<file path="config.mk">
export PLATFORM = sky130hd
export DESIGN_NAME = wb_sequencer_flat
export DESIGN_NICKNAME = d
export VERILOG_FILES = /design/src/rtl/wb_sequencer_if.sv /design/src/rtl/wb_sequencer.sv /design/src/flat_wrapper.sv
export SDC_FILE = /design/constraint.sdc
export NUM_CORES = 1
export LEC_CHECK = 0
export ABC_AREA = 0
export BUFFER_PORTS_ARGS = -buffer_cell sky130_fd_sc_hd__buf_2
export CAP_MARGIN = 10
export CORE_MARGIN = 4
export CORE_UTILIZATION = 31
export DETAILED_ROUTE_END_ITERATION = 12
export HOLD_SLACK_MARGIN = 0.15
export PLACE_DENSITY = 0.58
export SYNTH_ARGS = -nofsm -noshare
export SYNTH_HDL_FRONTEND = slang
export SYNTH_SLANG_ARGS = --single-unit
</file>
<file path="constraint.sdc">
create_clock -name clk -period 6 [get_ports clk]
set_input_delay 0.9 -clock clk [delete_from_list [all_inputs] [get_ports clk]]
set_output_delay 0.9 -clock clk [all_outputs]
set_load 0.02 [all_outputs]
</file>
<file path="src/rtl/wb_sequencer_if.sv">
// Request, hazard-query and register-file write signals of the writeback sequencer.
interface wb_sequencer_if;
  logic        a_valid;
  logic        a_ready;
  logic [4:0]  a_addr;
  logic        a_fp;
  logic [31:0] a_data;

  logic        b_valid;
  logic        b_ready;
  logic [4:0]  b_addr;
  logic        b_fp;
  logic        b_dbl;
  logic [63:0] b_data;

  logic [4:0]  chk_addr;
  logic        chk_fp;
  logic        chk_hit;

  logic        WrEn;
  logic [4:0]  WrAddr;
  logic [31:0] WrData;
  logic        ftpt_write;
  logic        busy;

  modport master (
    output a_valid, a_addr, a_fp, a_data,
    output b_valid, b_addr, b_fp, b_dbl, b_data,
    output chk_addr, chk_fp,
    input  a_ready, b_ready, chk_hit, WrEn, WrAddr, WrData, ftpt_write, busy
  );

  modport slave (
    input  a_valid, a_addr, a_fp, a_data,
    input  b_valid, b_addr, b_fp, b_dbl, b_data,
    input  chk_addr, chk_fp,
    output a_ready, b_ready, chk_hit, WrEn, WrAddr, WrData, ftpt_write, busy
  );
endinterface

</file>
<file path="src/rtl/wb_sequencer.sv">
// Two-port writeback queue draining one register write per cycle (2-cycle latency, or 1 with WB_BYPASS_EN);
// readiness comes from the registered count only, and port B needs two free slots while A is also valid.
module wb_sequencer #(
  parameter int DEPTH = 4,
  parameter int AW    = 2
) (
  input  logic          clk,
  input  logic          rst,
  wb_sequencer_if.slave bus
);
  typedef enum logic {IDLE, DBL_LO} state_t;

  typedef struct packed {
    logic        fp;
    logic        dbl;
    logic [4:0]  addr;
    logic [31:0] hi;
    logic [31:0] lo;
  } entry_t;

  localparam logic [AW:0] CNT_FULL = (AW+1)'(DEPTH);
  localparam logic [AW:0] CNT_M1   = (AW+1)'(DEPTH - 1);
  localparam logic [AW:0] CNT_M2   = (AW+1)'(DEPTH - 2);

  entry_t        mem [DEPTH];
  logic [AW-1:0] rd_ptr, wr_ptr;
  logic [AW:0]   count;
  state_t        state_q, state_d;

  logic        wr_en_q, wr_en_d;
  logic [4:0]  wr_addr_q, wr_addr_d;
  logic [31:0] wr_data_q, wr_data_d;
  logic        ftpt_q, ftpt_d;
  logic [4:0]  lo_addr_q, lo_addr_d;
  logic [31:0] lo_data_q, lo_data_d;

  entry_t a_ent, b_ent, src;
  logic   a_acc, b_acc, a_enq, b_enq, a_push, b_push;
  logic   byp, byp_a, byp_b, pop, issue;

  assign bus.a_ready = rst && (count < CNT_FULL);
  assign bus.b_ready = rst && ((count <= CNT_M2) || ((count == CNT_M1) && !bus.a_valid));

  always_comb begin
    a_ent      = '0;
    a_ent.fp   = bus.a_fp;
    a_ent.addr = bus.a_addr;
    a_ent.hi   = bus.a_data;
    // a double always targets the FP file, even if b_fp was left low
    b_ent      = '0;
    b_ent.fp   = bus.b_fp | bus.b_dbl;
    b_ent.dbl  = bus.b_dbl;
    b_ent.addr = bus.b_addr;
    b_ent.hi   = bus.b_data[63:32];
    b_ent.lo   = bus.b_data[31:0];
  end

  // integer r0 completes its handshake but is never queued
  assign a_acc = bus.a_valid && bus.a_ready;
  assign b_acc = bus.b_valid && bus.b_ready;
  assign a_enq = a_acc && (a_ent.fp || (a_ent.addr != 5'd0));
  assign b_enq = b_acc && (b_ent.fp || (b_ent.addr != 5'd0));

`ifdef WB_BYPASS_EN
  assign byp = (state_q == IDLE) && (count == '0) && (a_enq || b_enq);
`else
  assign byp = 1'b0;
`endif
  assign byp_a  = byp && a_enq;
  assign byp_b  = byp && !a_enq;
  assign a_push = a_enq && !byp_a;
  assign b_push = b_enq && !byp_b;

  always_comb begin
    state_d   = state_q;
    pop       = 1'b0;
    issue     = 1'b0;
    src       = mem[rd_ptr];
    wr_en_d   = 1'b0;
    wr_addr_d = wr_addr_q;
    wr_data_d = wr_data_q;
    ftpt_d    = ftpt_q;
    lo_addr_d = lo_addr_q;
    lo_data_d = lo_data_q;
    case (state_q)
      IDLE: begin
        if (count != '0) begin
          issue = 1'b1;
          pop   = 1'b1;
        end else if (byp) begin
          issue = 1'b1;
          src   = a_enq ? a_ent : b_ent;
        end
      end
      DBL_LO: begin
        wr_en_d   = 1'b1;
        wr_addr_d = lo_addr_q;
        wr_data_d = lo_data_q;
        ftpt_d    = 1'b1;
        state_d   = IDLE;
      end
      default: state_d = IDLE;
    endcase
    if (issue) begin
      wr_en_d   = 1'b1;
      wr_addr_d = src.dbl ? {src.addr[4:1], 1'b0} : src.addr;
      wr_data_d = src.hi;
      ftpt_d    = src.fp;
      if (src.dbl) begin
        lo_addr_d = {src.addr[4:1], 1'b1};
        lo_data_d = src.lo;
        state_d   = DBL_LO;
      end
    end
  end

  always_ff @(posedge clk) begin
    if (!rst) begin
      state_q   <= IDLE;
      count     <= '0;
      rd_ptr    <= '0;
      wr_ptr    <= '0;
      wr_en_q   <= 1'b0;
      wr_addr_q <= '0;
      wr_data_q <= '0;
      ftpt_q    <= 1'b0;
      lo_addr_q <= '0;
      lo_data_q <= '0;
    end else begin
      state_q   <= state_d;
      count     <= count + (AW+1)'(a_push) + (AW+1)'(b_push) - (AW+1)'(pop);
      rd_ptr    <= rd_ptr + AW'(pop);
      wr_ptr    <= wr_ptr + AW'(a_push) + AW'(b_push);
      wr_en_q   <= wr_en_d;
      wr_addr_q <= wr_addr_d;
      wr_data_q <= wr_data_d;
      ftpt_q    <= ftpt_d;
      lo_addr_q <= lo_addr_d;
      lo_data_q <= lo_data_d;
    end
  end

  // A is always stored ahead of B when both land in the same cycle
  always_ff @(posedge clk) begin
    if (rst) begin
      if (a_push) mem[wr_ptr] <= a_ent;
      if (b_push) mem[wr_ptr + AW'(a_push)] <= b_ent;
    end
  end

  // hazard covers queued entries plus the odd half still owed by DBL_LO
  logic          hit;
  logic [AW-1:0] idx;
  entry_t        e;
  always_comb begin
    hit = 1'b0;
    idx = '0;
    e   = '0;
    for (int i = 0; i < DEPTH; i++) begin
      idx = rd_ptr + AW'(i);
      e   = mem[idx];
      if (((AW+1)'(i) < count) && (e.fp == bus.chk_fp) &&
          (e.dbl ? (e.addr[4:1] == bus.chk_addr[4:1]) : (e.addr == bus.chk_addr)))
        hit = 1'b1;
    end
    if ((state_q == DBL_LO) && bus.chk_fp && (bus.chk_addr == lo_addr_q))
      hit = 1'b1;
  end

  assign bus.chk_hit    = hit;
  assign bus.WrEn       = wr_en_q;
  assign bus.WrAddr     = wr_addr_q;
  assign bus.WrData     = wr_data_q;
  assign bus.ftpt_write = ftpt_q;
  assign bus.busy       = (count != '0) || (state_q != IDLE);
endmodule

</file>
<file path="src/flat_wrapper.sv">
// flat-port wrapper written by rule: the top's interface ports become plain ports
module wb_sequencer_flat 
#(
  parameter int DEPTH = 4,
  parameter int AW    = 2
)
  (clk, rst, bus_a_valid, bus_a_addr, bus_a_fp, bus_a_data, bus_b_valid, bus_b_addr, bus_b_fp, bus_b_dbl, bus_b_data, bus_chk_addr, bus_chk_fp, bus_a_ready, bus_b_ready, bus_chk_hit, bus_WrEn, bus_WrAddr, bus_WrData, bus_ftpt_write, bus_busy);
  wb_sequencer_if bus_i ();
  input  logic clk;
  input  logic rst;
  input wire logic [$bits(bus_i.a_valid)-1:0] bus_a_valid;
  input wire logic [$bits(bus_i.a_addr)-1:0] bus_a_addr;
  input wire logic [$bits(bus_i.a_fp)-1:0] bus_a_fp;
  input wire logic [$bits(bus_i.a_data)-1:0] bus_a_data;
  input wire logic [$bits(bus_i.b_valid)-1:0] bus_b_valid;
  input wire logic [$bits(bus_i.b_addr)-1:0] bus_b_addr;
  input wire logic [$bits(bus_i.b_fp)-1:0] bus_b_fp;
  input wire logic [$bits(bus_i.b_dbl)-1:0] bus_b_dbl;
  input wire logic [$bits(bus_i.b_data)-1:0] bus_b_data;
  input wire logic [$bits(bus_i.chk_addr)-1:0] bus_chk_addr;
  input wire logic [$bits(bus_i.chk_fp)-1:0] bus_chk_fp;
  output wire logic [$bits(bus_i.a_ready)-1:0] bus_a_ready;
  output wire logic [$bits(bus_i.b_ready)-1:0] bus_b_ready;
  output wire logic [$bits(bus_i.chk_hit)-1:0] bus_chk_hit;
  output wire logic [$bits(bus_i.WrEn)-1:0] bus_WrEn;
  output wire logic [$bits(bus_i.WrAddr)-1:0] bus_WrAddr;
  output wire logic [$bits(bus_i.WrData)-1:0] bus_WrData;
  output wire logic [$bits(bus_i.ftpt_write)-1:0] bus_ftpt_write;
  output wire logic [$bits(bus_i.busy)-1:0] bus_busy;
  assign bus_i.a_valid = bus_a_valid;
  assign bus_i.a_addr = bus_a_addr;
  assign bus_i.a_fp = bus_a_fp;
  assign bus_i.a_data = bus_a_data;
  assign bus_i.b_valid = bus_b_valid;
  assign bus_i.b_addr = bus_b_addr;
  assign bus_i.b_fp = bus_b_fp;
  assign bus_i.b_dbl = bus_b_dbl;
  assign bus_i.b_data = bus_b_data;
  assign bus_i.chk_addr = bus_chk_addr;
  assign bus_i.chk_fp = bus_chk_fp;
  assign bus_a_ready = bus_i.a_ready;
  assign bus_b_ready = bus_i.b_ready;
  assign bus_chk_hit = bus_i.chk_hit;
  assign bus_WrEn = bus_i.WrEn;
  assign bus_WrAddr = bus_i.WrAddr;
  assign bus_WrData = bus_i.WrData;
  assign bus_ftpt_write = bus_i.ftpt_write;
  assign bus_busy = bus_i.busy;
  wb_sequencer #(.DEPTH(DEPTH), .AW(AW)) u_core (.clk(clk), .rst(rst), .bus(bus_i));
endmodule
</file>
; Word level (Yosys, flattened, before mapping)
; Memory sizes are Yosys's and may differ from the RTL's. A register that Yosys moved wholly into a read port is not among the register bits.
; Cells that the tools add are included.
; W data, S select, Z words.
[totals]
regBits = 84
ram_bits = 284
in_bits = 119
output_inout_bits = 43
word_cells = 97
memories = 1
[memory_table]
columns = memory, depth, width, read_ports, rd_ports_with_merged_regs, write_ports, line
row1 = u_core.mem, 4, 71, 4, 1, 2, wb_sequencer.sv:25  ; entry_t mem [DEPTH];
[classes]
n_addsub = 9
order_cmp = 6
n_eq_ne = 14
mux = 28
bitwise = 1
n_reduce_logical = 28
[op_table]
columns = op, count
row1 = $mux W32, 2
row2 = $eq A5 B5 Y1, 5
row3 = $mux W1, 23
row4 = $logic_and A1 B1 Y1, 17
row5 = $eq A4 B4 Y1, 4
row6 = $mux W5, 2
row7 = $reduce_bool A5 Y1, 2
row8 = $add A2 B1 Y2, 3
row9 = $add A3 B1 Y3, 2
row10 = $lt A1 B3 Y1 const A, 2
row11 = $lt A2 B3 Y1 const A, 2
row12 = $add A2 B2 Y2 const B, 2
row13 = $eq A1 B1 Y1, 4
row14 = $logic_or A1 B1 Y1, 4
row15 = $reduce_and A2 Y1, 2
row16 = $eq A3 B2 Y1 const B, 1
row17 = $le A3 B2 Y1 const B, 1
row18 = $lt A3 B3 Y1 const B, 1
row19 = $reduce_bool A3 Y1, 1
row20 = $sub A3 B1 Y3, 1
row21 = $add A2 B1 Y2 const B, 1
row22 = $mux W2, 1
row23 = $reduce_bool A2 Y1, 1
row24 = $logic_not A1 Y1, 1
row25 = $or A1 B1 Y1, 1

; Longest topological paths before layout
[depth]
depth_word = 9
ltp_mapped = 10
ltp_nobuf = 10

; Worst setup path after synthesis
; Ideal clock, no wire load.
[synth_timing]
path_kind = input to register
startpoint = input port rst
endpoint = memory u_core.mem[1][0] (netlist bit), enable pin
arrival_time_ps = 4893
required_time_ps = 5485
path_slack_ps = 592
stages = 4
path_buffers = 0
path_cell_list = nor2b_1 > and3_1 > nand2_1 > o21bai_1
[synth_lines]
columns = element, line
row1 = from (decl), flat_wrapper.sv:10  ; input logic rst;
row2 = to (decl), wb_sequencer.sv:25

; Worst setup path after layout
[layout_timing]
startpoint = register u_core.rd_ptr[1]
endpoint = output port bus_chk_hit
[layout_between]
elab_chain_len = 9
word_cells_on_any_way = 26
cone_classes = add/sub: 3 / eq/ne: 9 / mux: 7 / reduce/logical: 6 / memory: 1
[layout_lines]
columns = element, line
row1 = from (decl), wb_sequencer.sv:26  ; logic [AW-1:0] rd_ptr, wr_ptr;
row2 = from (signal assigned), wb_sequencer.sv:132  ; rd_ptr <= rd_ptr + AW'(pop);
row3 = $add A2 B1 Y2, wb_sequencer.sv:160  ; idx = rd_ptr + AW'(i);
row4 = $mem_v2 Z4 W71 *, n/a
row5 = $eq A5 B5 Y1 (tied with other cells), wb_sequencer.sv:163  ; (e.dbl ? (e.addr[4:1] == bus.chk_addr[4:1]) : (e.addr == bus.chk_addr)))
row6 = $mux W1 / $logic_and A1 B1 Y1 (equally long branches), "wb_sequencer.sv:163, wb_sequencer.sv:162"
row7 = $logic_and A1 B1 Y1, wb_sequencer.sv:162  ; if (((AW+1)'(i) < count) && (e.fp == bus.chk_fp) &&
row8 = $mux W1 (2 in a row), wb_sequencer.sv:162
row9 = $mux W1 *, wb_sequencer.sv:162
row10 = $mux W1 *, wb_sequencer.sv:166  ; if ((state_q == DBL_LO) && bus.chk_fp && (bus.chk_addr == lo_addr_q))
row11 = to (decl), flat_wrapper.sv:24  ; output wire logic [$bits(bus_i.chk_hit)-1:0] bus_chk_hit;
; Mark *: on every way between the ends. The rest lies on a longest branch, timed or not.

==> flow_summary.toml <==
[clock_tree]
cts_max_level = 2
clk_latency_ns = 0.55
cts_tree = "yes"
numClockSinks = 368
numCtsBuffers = 40
cts_resized = 0
path_clk_slew_ns = 0.06
hold_buffers = 0
cts_max_path_buffers = 3
clock-root-buffer = "clkbuf_16"
post-cts-setup-buffers = 0

[sta]
fmax_mhz = 239
setup_viol = 0
min_period_ns = 4.19
tightest_slew_ns = 0.873
tns_ns = 0
finalHoldViolations = 0
skew_ns = 0.0206
finalCritPeriodShare_pct = 69.8
finalWorstSetupSlack_ns = 1.81
maxSlewViolCount = 0
rsz0062_at_grt = "false"
relSlewSlack_pct = 41.8

[global_routing]
grt-ovfl-total = 0
track_usage_pct = 14.8
grt_pass1_vias = 10800
antenna_found_initial = 7
grt_pass1_wl_um = 68600
grt_max_degree = 87

[power_and_ir_drop]
peakVddDrop_mv = 0.337
power_per_cell_area_mw_per_mm2 = 431
leakage_uw = 0.00726

[worst_hold_path]
hold_path.class = "reg -> reg"

[place]
io_buffers = 161
gp_congestion = 0.799
dp_hpwl_um = 29000
placed_area_sq_mm = 0.0191
pre_cts_ws_ns = 2.01

[layout]
drive_above_1_share_pct = 32.5
final_core_util_pct = 36.3
areaGrowthSynthToFinish_pct = 15.7
final_cell_mix = "edfxtp_1, and2_1, buf_2, mux2_2, nand2_1"
layout_commonest_cell = "edfxtp_1"
stdcell_area_sq_mm = 0.0205
nNetsFinal = 1504

[routing]
final_antenna_net_count = 0
wl_per_cell_um = 21.2
via_count = 10400
routed_wl_um = 45800
drc = 0
viasPerCell = 4.81
dr.pass1.iters = 4
drtIter0Drc = 627

[floorplan]
fp-row-count = 87
dieArea_sq_mm = 0.0609
initial_core_util_pct = 31.4
coreArea_sq_mm = 0.0564
fp.dieH_um = 247
die_x_um = 247
boundaryPins = 162

[yosys]
yosysSeqAreaShare_pct = 57.7
ys_types = 56
syn_inst = 1237
async_flop_share_pct = 0
synth_seq_cells = 368
yosysWarnings = 0
synth-edff-count = 284
synth.avg_cell_area_sq_um = 14.3
syn_area_sq_mm = 0.0177
syn_nets = 1364
ys.flop_type = "edfxtp_1"

[worst_setup_path]
critPathMaxFanout = 42
cp.arrival_ns = 3.29
startpoint_type = "flip-flop"
required_ns = 5.10
crit_path_end_kind = "output pin"
crit_type = "reg -> out"

[job]
drv_cap = 0

[run_status]
status = "complete, no violations"
[registers in the layout, summed over array words and instances (netlist names), 2 cells and up]
name / flops
u_core.bus.WrAddr: 5
u_core.bus.WrData: 32
u_core.count: 3
u_core.lo_addr_q: 5
u_core.lo_data_q: 32
u_core.mem: 284
u_core.rd_ptr: 2
u_core.wr_ptr: 2
[per-layer routing]
metal	vias to the layer above	share of wire [%]	track usage, %
met5	-	0.046	0
met4	4	1.8	3.45
met3	66	4.3	2.36
met2	230	51	25.7
met1	5277	43	19.5
li1	4846	-	-
[synth_stat cells, types with 27 or more instances]
library cell,instances,area share [%]
a21boi_0,36,1.5
and2_1,177,6.3
clkbuf_1,32,0.68
dfxtp_1,84,9.5
edfxtp_1,284,48
mux2_2,136,8.7
mux2i_1,67,3.8
mux4_2,64,8.2
nand2_1,116,2.5
o21ai_0,41,1.2
xor2_1,27,1.3
[area by class of cell]
cell class	instances	area, sq um
Antenna cell	3	7.51
Clock buffer	55	1110
Clock inverter	18	215
Fill cell	5529	35900
Inverter	9	33.8
Multi-Input combinational cell	776	6910
Sequential cell	368	10200
Tap cell	756	946
Timing Repair Buffer	182	1010
[stage by stage]
step           cells  power (uW)  hold slack, ns
2_1_floorplan   1237        5570           0.444
3_3_place_gp    2091        6400           0.459
5_1_grt         2166        9300           0.488
3_5_place_dp    2091        6440           0.459
4_1_cts         2164        8950           0.471
6_report        2167        8820           0.468
[kinds of logic after synthesis]
logic type	count (synthesis)	synth area share, %
AO/OA/AOI/OAI	100	3.79
XOR/XNOR	42	2.08
adder cells (fa/ha/maj)	8	0.651
buffers and inverters	93	3.37
flip-flops	368	57.7
multiplexers	286	22.0
AND/OR/NAND/NOR	340	10.4
[path summary, 6_finish.rpt]
kind,from,to,slack (ns),cells past startpoint
setup / recovery,u_core.rd_ptr[1],bus_chk_hit,1.81,8
hold / removal,u_core.lo_data_q[8],u_core.lo_data_q[8],0.47,2
setup reg to reg,u_core.count[2],u_core.mem[3][6],2.86,7
hold reg to reg,u_core.lo_data_q[8],u_core.lo_data_q[8],0.47,2
[worst max-delay path, stage by stage (launching register included)]
cell and delay (ns):
dfxtp_4 0.65, buf_4 0.60, mux2i_1 0.33, mux2i_1 0.17, xnor2_1 0.17, nor2_1 0.07
or4_1 0.46, nand4_1 0.10, buf_2 0.17
[power by group]
| group | total [uW] | switching [uW] | internal, uW |
|---|---|---|---|
| Clock | 2500 | 1030 | 1470 |
| Sequential | 3530 | 258 | 3270 |
| Combinational | 2800 | 1620 | 1180 |
No activity file was read; power rests on OpenSTA's default activity.
